## src/rtl/operand_fetch_pkg.sv

```systemverilog
// Shared definitions for the operand-fetch stage: bus widths, forward-select codes
// and the write-bus record used by the forwarding muxes.
package operand_fetch_pkg;

  localparam int WIDTH = 32;
  localparam int NREGS = 32;
  localparam int AW    = $clog2(NREGS);

  typedef enum logic [1:0] {
    FWD_ARRAY = 2'b00,
    FWD_VWB   = 2'b01,
    FWD_WB    = 2'b10,
    FWD_ZERO  = 2'b11
  } fwd_sel_e;

  // One writeback-style bus: enable, destination register and result.
  typedef struct packed {
    logic             we;
    logic [AW-1:0]    rdst;
    logic [WIDTH-1:0] data;
  } wr_bus_t;

  // A bus only forwards when it is actually writing the register being read.
  function automatic logic bus_hits(input wr_bus_t bus, input logic [AW-1:0] ea);
    return bus.we && (bus.rdst == ea);
  endfunction

endpackage

```

## src/rtl/operand_fetch_if.sv

```systemverilog
// Request, writeback, virtual-writeback and operand-result signals of the
// register-file read stage, bundled with producer (master) and stage (slave) views.
interface operand_fetch_if #(
  parameter int WIDTH = 32,
  parameter int AW    = 5
);

  logic             i_of_valid;
  logic             i_of_stall;
  logic [AW-1:0]    i_of_rs1;
  logic [AW-1:0]    i_of_rs2;
  logic [AW-1:0]    i_of_wb_rdst;
  logic             i_of_wb_reg_write;
  logic [WIDTH-1:0] i_of_wb_data;
  logic [AW-1:0]    i_of_vwb_rdst;
  logic             i_of_vwb_reg_write;
  logic [WIDTH-1:0] i_of_vwb_data;
  logic             o_of_valid;
  logic [WIDTH-1:0] o_of_rs1_data;
  logic [WIDTH-1:0] o_of_rs2_data;
  logic [1:0]       o_of_fwd_sel1;
  logic [1:0]       o_of_fwd_sel2;

  modport master (
    output i_of_valid, i_of_stall, i_of_rs1, i_of_rs2,
    output i_of_wb_rdst, i_of_wb_reg_write, i_of_wb_data,
    output i_of_vwb_rdst, i_of_vwb_reg_write, i_of_vwb_data,
    input  o_of_valid, o_of_rs1_data, o_of_rs2_data, o_of_fwd_sel1, o_of_fwd_sel2
  );

  modport slave (
    input  i_of_valid, i_of_stall, i_of_rs1, i_of_rs2,
    input  i_of_wb_rdst, i_of_wb_reg_write, i_of_wb_data,
    input  i_of_vwb_rdst, i_of_vwb_reg_write, i_of_vwb_data,
    output o_of_valid, o_of_rs1_data, o_of_rs2_data, o_of_fwd_sel1, o_of_fwd_sel2
  );

endinterface

```

## src/rtl/operand_fetch_fwd_mux.sv

```systemverilog
// Combinational operand source selection for one read port:
// r0 zero, then live WB (youngest), then virtual WB, then the array word.
module operand_fwd_mux
  import operand_fetch_pkg::*;
(
  input  logic [AW-1:0]    ea,
  input  wr_bus_t          wb_bus,
  input  wr_bus_t          vwb_bus,
  input  logic [WIDTH-1:0] arr_data,
  output logic [WIDTH-1:0] data,
  output fwd_sel_e         sel
);

  always_comb begin
    data = arr_data;
    sel  = FWD_ARRAY;
    if (ea == '0) begin
      data = '0;
      sel  = FWD_ZERO;
    end else if (bus_hits(wb_bus, ea)) begin
      data = wb_bus.data;
      sel  = FWD_WB;
    end else if (bus_hits(vwb_bus, ea)) begin
      data = vwb_bus.data;
      sel  = FWD_VWB;
    end
  end

endmodule

```

## src/rtl/operand_fetch.sv

```systemverilog
// Register-file read stage: 32-entry array written from the virtual-WB bus,
// two registered read ports with WB/VWB forwarding and stall-held addresses.
module operand_fetch
  import operand_fetch_pkg::*;
(
  input  logic           clk,
  input  logic           rst,
  operand_fetch_if.slave ofi
);

  logic [WIDTH-1:0] mem_reg [NREGS];
  logic [NREGS-1:0] wr_en;
  logic             valid_reg;

  wr_bus_t          wb_bus;
  wr_bus_t          vwb_bus;

  logic [AW-1:0]    rs       [2];
  logic [AW-1:0]    ea       [2];
  logic [WIDTH-1:0] arr_word [2];
  logic [WIDTH-1:0] port_data[2];
  fwd_sel_e         port_sel [2];

  assign wb_bus  = '{we: ofi.i_of_wb_reg_write, rdst: ofi.i_of_wb_rdst, data: ofi.i_of_wb_data};
  assign vwb_bus = '{we: ofi.i_of_vwb_reg_write, rdst: ofi.i_of_vwb_rdst, data: ofi.i_of_vwb_data};

  assign rs[0] = ofi.i_of_rs1;
  assign rs[1] = ofi.i_of_rs2;

  // Per-entry write decode; entry 0 has no enable so r0 is hard zero.
  genvar gi;
  generate
    for (gi = 0; gi < NREGS; gi++) begin : g_wr_dec
      if (gi == 0) begin : g_r0
        assign wr_en[gi] = 1'b0;
      end else begin : g_rn
        assign wr_en[gi] = vwb_bus.we && (vwb_bus.rdst == AW'(gi));
      end
    end
  endgenerate

  always_ff @(posedge clk or posedge rst) begin
    if (rst) begin
      for (int i = 0; i < NREGS; i++) begin
        mem_reg[i] <= '0;
      end
    end else begin
      for (int i = 0; i < NREGS; i++) begin
        if (wr_en[i]) begin
          mem_reg[i] <= vwb_bus.data;
        end
      end
    end
  end

  always_ff @(posedge clk or posedge rst) begin
    if (rst) begin
      valid_reg <= 1'b0;
    end else if (!ofi.i_of_stall) begin
      valid_reg <= ofi.i_of_valid;
    end
  end

  // Each port keeps its last unstalled address; data and select refresh every
  // cycle, so a stalled request sees writes that land while it waits.
  generate
    for (gi = 0; gi < 2; gi++) begin : g_port
      logic [AW-1:0]    held_reg;
      logic [WIDTH-1:0] data_next;
      logic [WIDTH-1:0] data_reg;
      fwd_sel_e         sel_next;
      fwd_sel_e         sel_reg;

      assign ea[gi]       = ofi.i_of_stall ? held_reg : rs[gi];
      assign arr_word[gi] = mem_reg[ea[gi]];

      operand_fwd_mux u_fwd_mux (
        .ea       (ea[gi]),
        .wb_bus   (wb_bus),
        .vwb_bus  (vwb_bus),
        .arr_data (arr_word[gi]),
        .data     (data_next),
        .sel      (sel_next)
      );

      always_ff @(posedge clk or posedge rst) begin
        if (rst) begin
          held_reg <= '0;
          data_reg <= '0;
          sel_reg  <= FWD_ARRAY;
        end else begin
          if (!ofi.i_of_stall) begin
            held_reg <= rs[gi];
          end
          data_reg <= data_next;
          sel_reg  <= sel_next;
        end
      end

      assign port_data[gi] = data_reg;
      assign port_sel[gi]  = sel_reg;
    end
  endgenerate

  assign ofi.o_of_valid    = valid_reg;
  assign ofi.o_of_rs1_data = port_data[0];
  assign ofi.o_of_rs2_data = port_data[1];
  assign ofi.o_of_fwd_sel1 = port_sel[0];
  assign ofi.o_of_fwd_sel2 = port_sel[1];

endmodule

```

## src/flat_wrapper.sv

```systemverilog
// flat-port wrapper written by rule: the top's interface ports become plain ports
module operand_fetch_flat import operand_fetch_pkg::*;
  (clk, rst, ofi_i_of_valid, ofi_i_of_stall, ofi_i_of_rs1, ofi_i_of_rs2, ofi_i_of_wb_rdst, ofi_i_of_wb_reg_write, ofi_i_of_wb_data, ofi_i_of_vwb_rdst, ofi_i_of_vwb_reg_write, ofi_i_of_vwb_data, ofi_o_of_valid, ofi_o_of_rs1_data, ofi_o_of_rs2_data, ofi_o_of_fwd_sel1, ofi_o_of_fwd_sel2);
  operand_fetch_if #(.WIDTH(WIDTH), .AW(AW)) ofi_i ();
  input  logic clk;
  input  logic rst;
  input wire logic [$bits(ofi_i.i_of_valid)-1:0] ofi_i_of_valid;
  input wire logic [$bits(ofi_i.i_of_stall)-1:0] ofi_i_of_stall;
  input wire logic [$bits(ofi_i.i_of_rs1)-1:0] ofi_i_of_rs1;
  input wire logic [$bits(ofi_i.i_of_rs2)-1:0] ofi_i_of_rs2;
  input wire logic [$bits(ofi_i.i_of_wb_rdst)-1:0] ofi_i_of_wb_rdst;
  input wire logic [$bits(ofi_i.i_of_wb_reg_write)-1:0] ofi_i_of_wb_reg_write;
  input wire logic [$bits(ofi_i.i_of_wb_data)-1:0] ofi_i_of_wb_data;
  input wire logic [$bits(ofi_i.i_of_vwb_rdst)-1:0] ofi_i_of_vwb_rdst;
  input wire logic [$bits(ofi_i.i_of_vwb_reg_write)-1:0] ofi_i_of_vwb_reg_write;
  input wire logic [$bits(ofi_i.i_of_vwb_data)-1:0] ofi_i_of_vwb_data;
  output wire logic [$bits(ofi_i.o_of_valid)-1:0] ofi_o_of_valid;
  output wire logic [$bits(ofi_i.o_of_rs1_data)-1:0] ofi_o_of_rs1_data;
  output wire logic [$bits(ofi_i.o_of_rs2_data)-1:0] ofi_o_of_rs2_data;
  output wire logic [$bits(ofi_i.o_of_fwd_sel1)-1:0] ofi_o_of_fwd_sel1;
  output wire logic [$bits(ofi_i.o_of_fwd_sel2)-1:0] ofi_o_of_fwd_sel2;
  assign ofi_i.i_of_valid = ofi_i_of_valid;
  assign ofi_i.i_of_stall = ofi_i_of_stall;
  assign ofi_i.i_of_rs1 = ofi_i_of_rs1;
  assign ofi_i.i_of_rs2 = ofi_i_of_rs2;
  assign ofi_i.i_of_wb_rdst = ofi_i_of_wb_rdst;
  assign ofi_i.i_of_wb_reg_write = ofi_i_of_wb_reg_write;
  assign ofi_i.i_of_wb_data = ofi_i_of_wb_data;
  assign ofi_i.i_of_vwb_rdst = ofi_i_of_vwb_rdst;
  assign ofi_i.i_of_vwb_reg_write = ofi_i_of_vwb_reg_write;
  assign ofi_i.i_of_vwb_data = ofi_i_of_vwb_data;
  assign ofi_o_of_valid = ofi_i.o_of_valid;
  assign ofi_o_of_rs1_data = ofi_i.o_of_rs1_data;
  assign ofi_o_of_rs2_data = ofi_i.o_of_rs2_data;
  assign ofi_o_of_fwd_sel1 = ofi_i.o_of_fwd_sel1;
  assign ofi_o_of_fwd_sel2 = ofi_i.o_of_fwd_sel2;
  operand_fetch u_core (.clk(clk), .rst(rst), .ofi(ofi_i));
endmodule
```

## config.mk

```make
export PLATFORM = sky130hd
export DESIGN_NAME = operand_fetch_flat
export DESIGN_NICKNAME = d
export VERILOG_FILES = /design/src/rtl/operand_fetch_pkg.sv /design/src/rtl/operand_fetch_if.sv /design/src/rtl/operand_fetch_fwd_mux.sv /design/src/rtl/operand_fetch.sv /design/src/flat_wrapper.sv
export SDC_FILE = /design/constraint.sdc
export NUM_CORES = 2
export LEC_CHECK = 0
export BUFFER_PORTS_ARGS = -buffer_cell sky130_fd_sc_hd__buf_2
export CAP_MARGIN = 30
export CORE_ASPECT_RATIO = 1.1
export CORE_UTILIZATION = 25
export CTS_CLUSTER_SIZE = 20
export DETAILED_ROUTE_END_ITERATION = 6
export HOLD_SLACK_MARGIN = 0.02
export PLACE_DENSITY_LB_ADDON = 0.1
export SYNTH_ARGS = -nofsm -noshare
export SYNTH_HDL_FRONTEND = slang
export SYNTH_HIERARCHICAL = 1
export SYNTH_SLANG_ARGS = --single-unit
```

## constraint.sdc

```tcl
create_clock -name clk -period 48 [get_ports clk]
set_input_delay 9.6 -clock clk [delete_from_list [all_inputs] [get_ports clk]]
set_output_delay 9.6 -clock clk [all_outputs]
set_load 0.01 [all_outputs]
```

# After elaboration in Yosys (flattened, before gate mapping)
# Index checks and enable logic that the tools add are counted.
totals:
  register_bits: 1071
  output_inout_bits: 69
  elab_cells: 134
op_classes:
  n_lt_le_gt_ge: 2
  muxes: 20
  bitwise: 2
  n_eq_ne: 35
  n_reduce_logical: 37
ops:
  columns: ["cell", "n"]
  rows:
  - ["32-bit binary-select mux with 5-bit select", 2]
  - ["32-bit 2-to-1 mux", 10]
  - ["5-bit equality test, second input constant", 16]
  - ["5-bit by 4-bit equality test with 1-bit output, second input constant", 8]
  - ["1-bit logical AND", 35]
  - ["5-bit by 3-bit equality test with 1-bit output, second input constant", 4]
  - ["5-bit equality test", 4]
  - ["6-bit greater-or-equal comparator, second input constant", 2]
  - ["5-bit inverter with 6-bit output", 2]
  - ["5-bit by 2-bit equality test with 1-bit output, second input constant", 2]
  - ["5-bit zero test", 2]
  - ["5-bit 2-to-1 mux", 2]
  - ["2-bit 2-to-1 mux", 4]
  - ["5-bit by 1-bit equality test with 1-bit output, second input constant", 1]
  - ["1-bit 2-to-1 mux", 2]

# Longest topological paths before layout
depth:
  word_depth: 8
  mapped_depth: 13
  ltp_nobuf: 9

# Cells and area by module
# The synthesis kept the hierarchy.
modules_own_cells:
  columns: ["mod", "seq_area_each_um2", "cells_each", "area_each_um2", "instances"]
  rows:
  - ["operand_fetch", 26800.7, 5539, 55738.5, 1]
  - ["operand_fwd_mux", 0.0, 256, 1540.2, 2]

# Worst setup path after synthesis
# No wires, ideal clock.
synth_path:
  kind: "in2reg"
  startpoint: "input port ofi_i_of_stall"
  endpoint: "register u_core.g_port[0].data_reg[0], in the netlist u_core/ofi.o_of_rs1_data[0]"
  arrival_time_ns: 11.883
  path_buffers: 6
  cell_stages: 12
  required_time_ns: 47.871
  path_slack_ns: 35.988
  cell_sequence: "buf_6 > buf_6 > buf_6 > mux2i_4 > clkinv_1 > clkbuf_1 > or4_4 > or2_1 > buf_6 > buf_6 > o31ai_1 > a31oi_1"
synth_lines:
  columns: ["element", "line_no", "text"]
  rows:
  - ["from (decl)", "flat_wrapper.sv:8", "input wire logic [$bits(ofi_i.i_of_stall)-1:0] ofi_i_of_stall;"]
  - ["to (signal assigned)", "operand_fetch.sv:95", "data_reg <= data_next;"]
  - ["to (decl)", "operand_fetch.sv:70", "logic [WIDTH-1:0] data_reg;"]

==> flow_metrics.py <==
metrics = {
    "status": {
        "status": "finished, violations left",
        "violations": "DRC",
    },
    "sta": {
        "slew_violations": 0,
        "min_period_over_period_pct": 30.2,
        "slew_headroom_pct": 26.3,
        "setup_viol": 0,
        "worst_slack_ps": 33500,
        "rsz0062_at_grt": "no",
        "tightest_slew_ps": 1110,
        "final.setup.tns_ps": 0,
        "fmax_ghz": 0.0690,
        "whs_ps": 517,
        "min_period_ps": 14500,
        "worst_clock_skew_ps": 31.1,
        "hold_viol": 0,
    },
    "setup_path": {
        "crit_slowest_cell": "buf_4",
        "cp-end-kind": "register",
        "cp.required_ps": 48670,
        "critPathKind": "primary input to register",
        "cpPeakStageDelay_ps": 720,
        "worst-path-max-fanout": 72,
        "cpMostUsedCell": "buf_4",
        "cp-start-kind": "primary input",
        "path_cells": "buf_2 -> buf_4 -> mux2i_4 -> buf_4 -> inv_8 -> buf_4 -> buf_4 -> buf_4 -> buf_4 -> mux2i_1 -> a32oi_1 -> and3_1 -> a31oi_1 -> a21oi_1 -> o21ai_0 -> a31oi_1",
        "worstPathArrival_ps": 15170,
    },
    "placement": {
        "gp_congestion": 0.803,
        "detailedPlace.worstSlack_ps": 32670,
        "portBuffers": 158,
        "dp_hpwl_mm": 165,
    },
    "global_routing": {
        "grt_max_degree": 126,
        "grt_antenna_before_repair": 24,
        "grt_pass1_wl_mm": 403,
        "grt-ovfl-total": 0,
        "grt.total_usage_pct": 23.7,
        "grt_pass1_vias": 49500,
    },
    "synth": {
        "synth_seq_cells": 1071,
        "seq_area_frac_synth_pct": 45.6,
        "synthCells": 6051,
        "synth_fp_nets": 6141,
        "yosys-top-cells-area": "dfrtp_1 46%, mux2_2 19%, nand2_1 9.6%",
        "synth_top_area_cell": "dfrtp_1",
        "ys_warn_count": 6,
        "ys.flop_type": "dfrtp_1",
        "ys_async_sr_fraction_pct": 100,
        "synth.cell_area_sq_um": 58800,
        "synth_edf_count": 0,
        "ys_types": 54,
        "synth_top_area_share_pct": 45.6,
        "avgSynthCellArea_sq_um": 9.72,
    },
    "clock_network": {
        "cts_tree": "yes",
        "root_buffer": "clkbuf_16",
        "cts_hold_buf": 0,
        "htree_levels": 4,
        "cts_max_path_buffers": 3,
        "cts_setup_buffers": 0,
        "clk_latency_ps": 810,
        "cts_buffers": 139,
        "ctsResizeCount": 0,
        "path_clk_slew_ps": 50,
        "cts_sinks": 1071,
    },
    "power": {
        "power_leakage_nw": 28.1,
        "powerDensity_nw_per_um2": 44.5,
        "ir_worst_vdd_uv": 37.9,
    },
    "cells_and_area": {
        "area_growth_pct": 14.8,
        "final_util_pct": 28.9,
        "final_nets": 5989,
        "largest_reg_flops": 992,
        "final_cell_mix": "1486 x nand2_1, 1071 x dfrtp_1, 988 x mux2_2",
        "drive_above_1_share_pct": 26.5,
        "layout_commonest_cell": "nand2_1",
    },
    "routing": {
        "ant_nets": 0,
        "first_pass_iters": 7,
        "drtIter0Drc": 5013,
        "viasPerCell": 5.50,
        "drc_errors": 26,
        "routedWlPerCell_um": 31.5,
        "totalWireLength_mm": 287,
        "vias": 50100,
    },
    "floorplanning": {
        "io_pins": 159,
        "die_w_um": 464,
        "core.rowCount": 186,
        "start_util_pct": 25.2,
        "die_h_um": 511,
        "die_area_sq_um": 237000,
        "core_sq_um": 234000,
    },
    "flow_run": {
        "cap_violations": 0,
    },
    "hold_path": {
        "min-delay-path-class": "register to register",
    },
}
Yosys cell counts, types with 5 or more instances:
master	count
nor3_1	6
mux2_1	8
nor2b_1	6
a31oi_1	127
a22o_1	35
a32oi_1	159
nand2_1	1503
o31ai_1	64
a2111oi_0	64
nand3_1	520
buf_4	10
xnor2_1	18
a221o_1	31
and3_1	32
mux2i_1	224
nand4_1	163
mux2_2	989
clkbuf_1	346
nand2b_1	5
a21oi_1	161
nor2_1	51
o21ai_0	58
dfrtp_1	1071
or3_1	65
buf_1	71
buf_6	11
buf_2	167
o21ai_1	6
o22ai_1	33
cells by family (layout without fill, tap and decap cells):
logic type             Yosys count  count (layout)  synth area share, %
XOR/XNOR                        20              20                0.323
flip-flops                    1071            1071                 45.6
AO/OA/AOI/OAI                  756             756                 9.11
other                            0               7                    0
AND/OR/NAND/NOR               2369            2369                 17.5
multiplexers                  1224            1224                 23.0
buffers and inverters          611             566                 4.46
where the power goes:
part / switching (W) / internal [W] / leakage [nW]
logic: 0.000412 / 0.000265 / 12.2
registers: 0.000148 / 0.00108 / 13.6
clock network: 0.000438 / 0.000659 / 2.31
layout make-up:
type / count / area (sq um)
fill: 24500 / 166000
timing repair buffer: 312 / 2230
multi-input combinational: 4369 / 29800
antenna: 7 / 17.5
inverter: 6 / 46.3
sequential: 1071 / 26800
clock inverter: 28 / 395
tap: 3102 / 3880
clock buffer: 220 / 4320
critical path: cells and delay by family:
family	cells	cell delay [ps]
and+or+nand+nor	1	230
muxes	2	510
buffers and inverters	8	3830
AOI/OAI and AO/OA	5	790
through the flow:
stage | power (W) | area [sq um] | std cells
after floorplan | 0.00164 | 58800 | 6051
after global placement | 0.00191 | 62400 | 8844
after detailed placement | 0.00192 | 62700 | 8857
after CTS | 0.00303 | 67400 | 9105
after global routing | 0.00314 | 67500 | 9110
final | 0.00301 | 67500 | 9115
worst paths after layout:
| check | start | endpoint | slack, ps | cells after the start |
|---|---|---|---|---|
| worst max register to register | u_core/g_port[0].held_reg[1]$_DFF_PP0_ | u_core/ofi.o_of_rs1_data[22]$_DFF_PP0_ | 42480 | 14 |
| max in group asynchronous | rst | u_core/mem_reg[649]$_DFFE_PP0P_ | 36210 | 5 |
| worst max-delay path | ofi_i_of_stall | u_core/ofi.o_of_rs1_data[22]$_DFF_PP0_ | 33500 | 16 |
| worst min-delay path | u_core/mem_reg[368]$_DFFE_PP0P_ | u_core/mem_reg[368]$_DFFE_PP0P_ | 520 | 1 |
| worst min register to register | u_core/mem_reg[368]$_DFFE_PP0P_ | u_core/mem_reg[368]$_DFFE_PP0P_ | 520 | 1 |
| min in group asynchronous | rst | u_core/mem_reg[501]$_DFFE_PP0P_ | 8880 | 2 |
routing by layer:
layer	part of all wire, %	vias to the layer above	global-route usage (%)
met5	0.0045	-	0
met4	4.1	2	9.34
met3	5.9	494	3.34
met2	46	2021	37.4
met1	44	26200	32.4
li1	-	21400	-
Power figures use the tool's default switching activity.
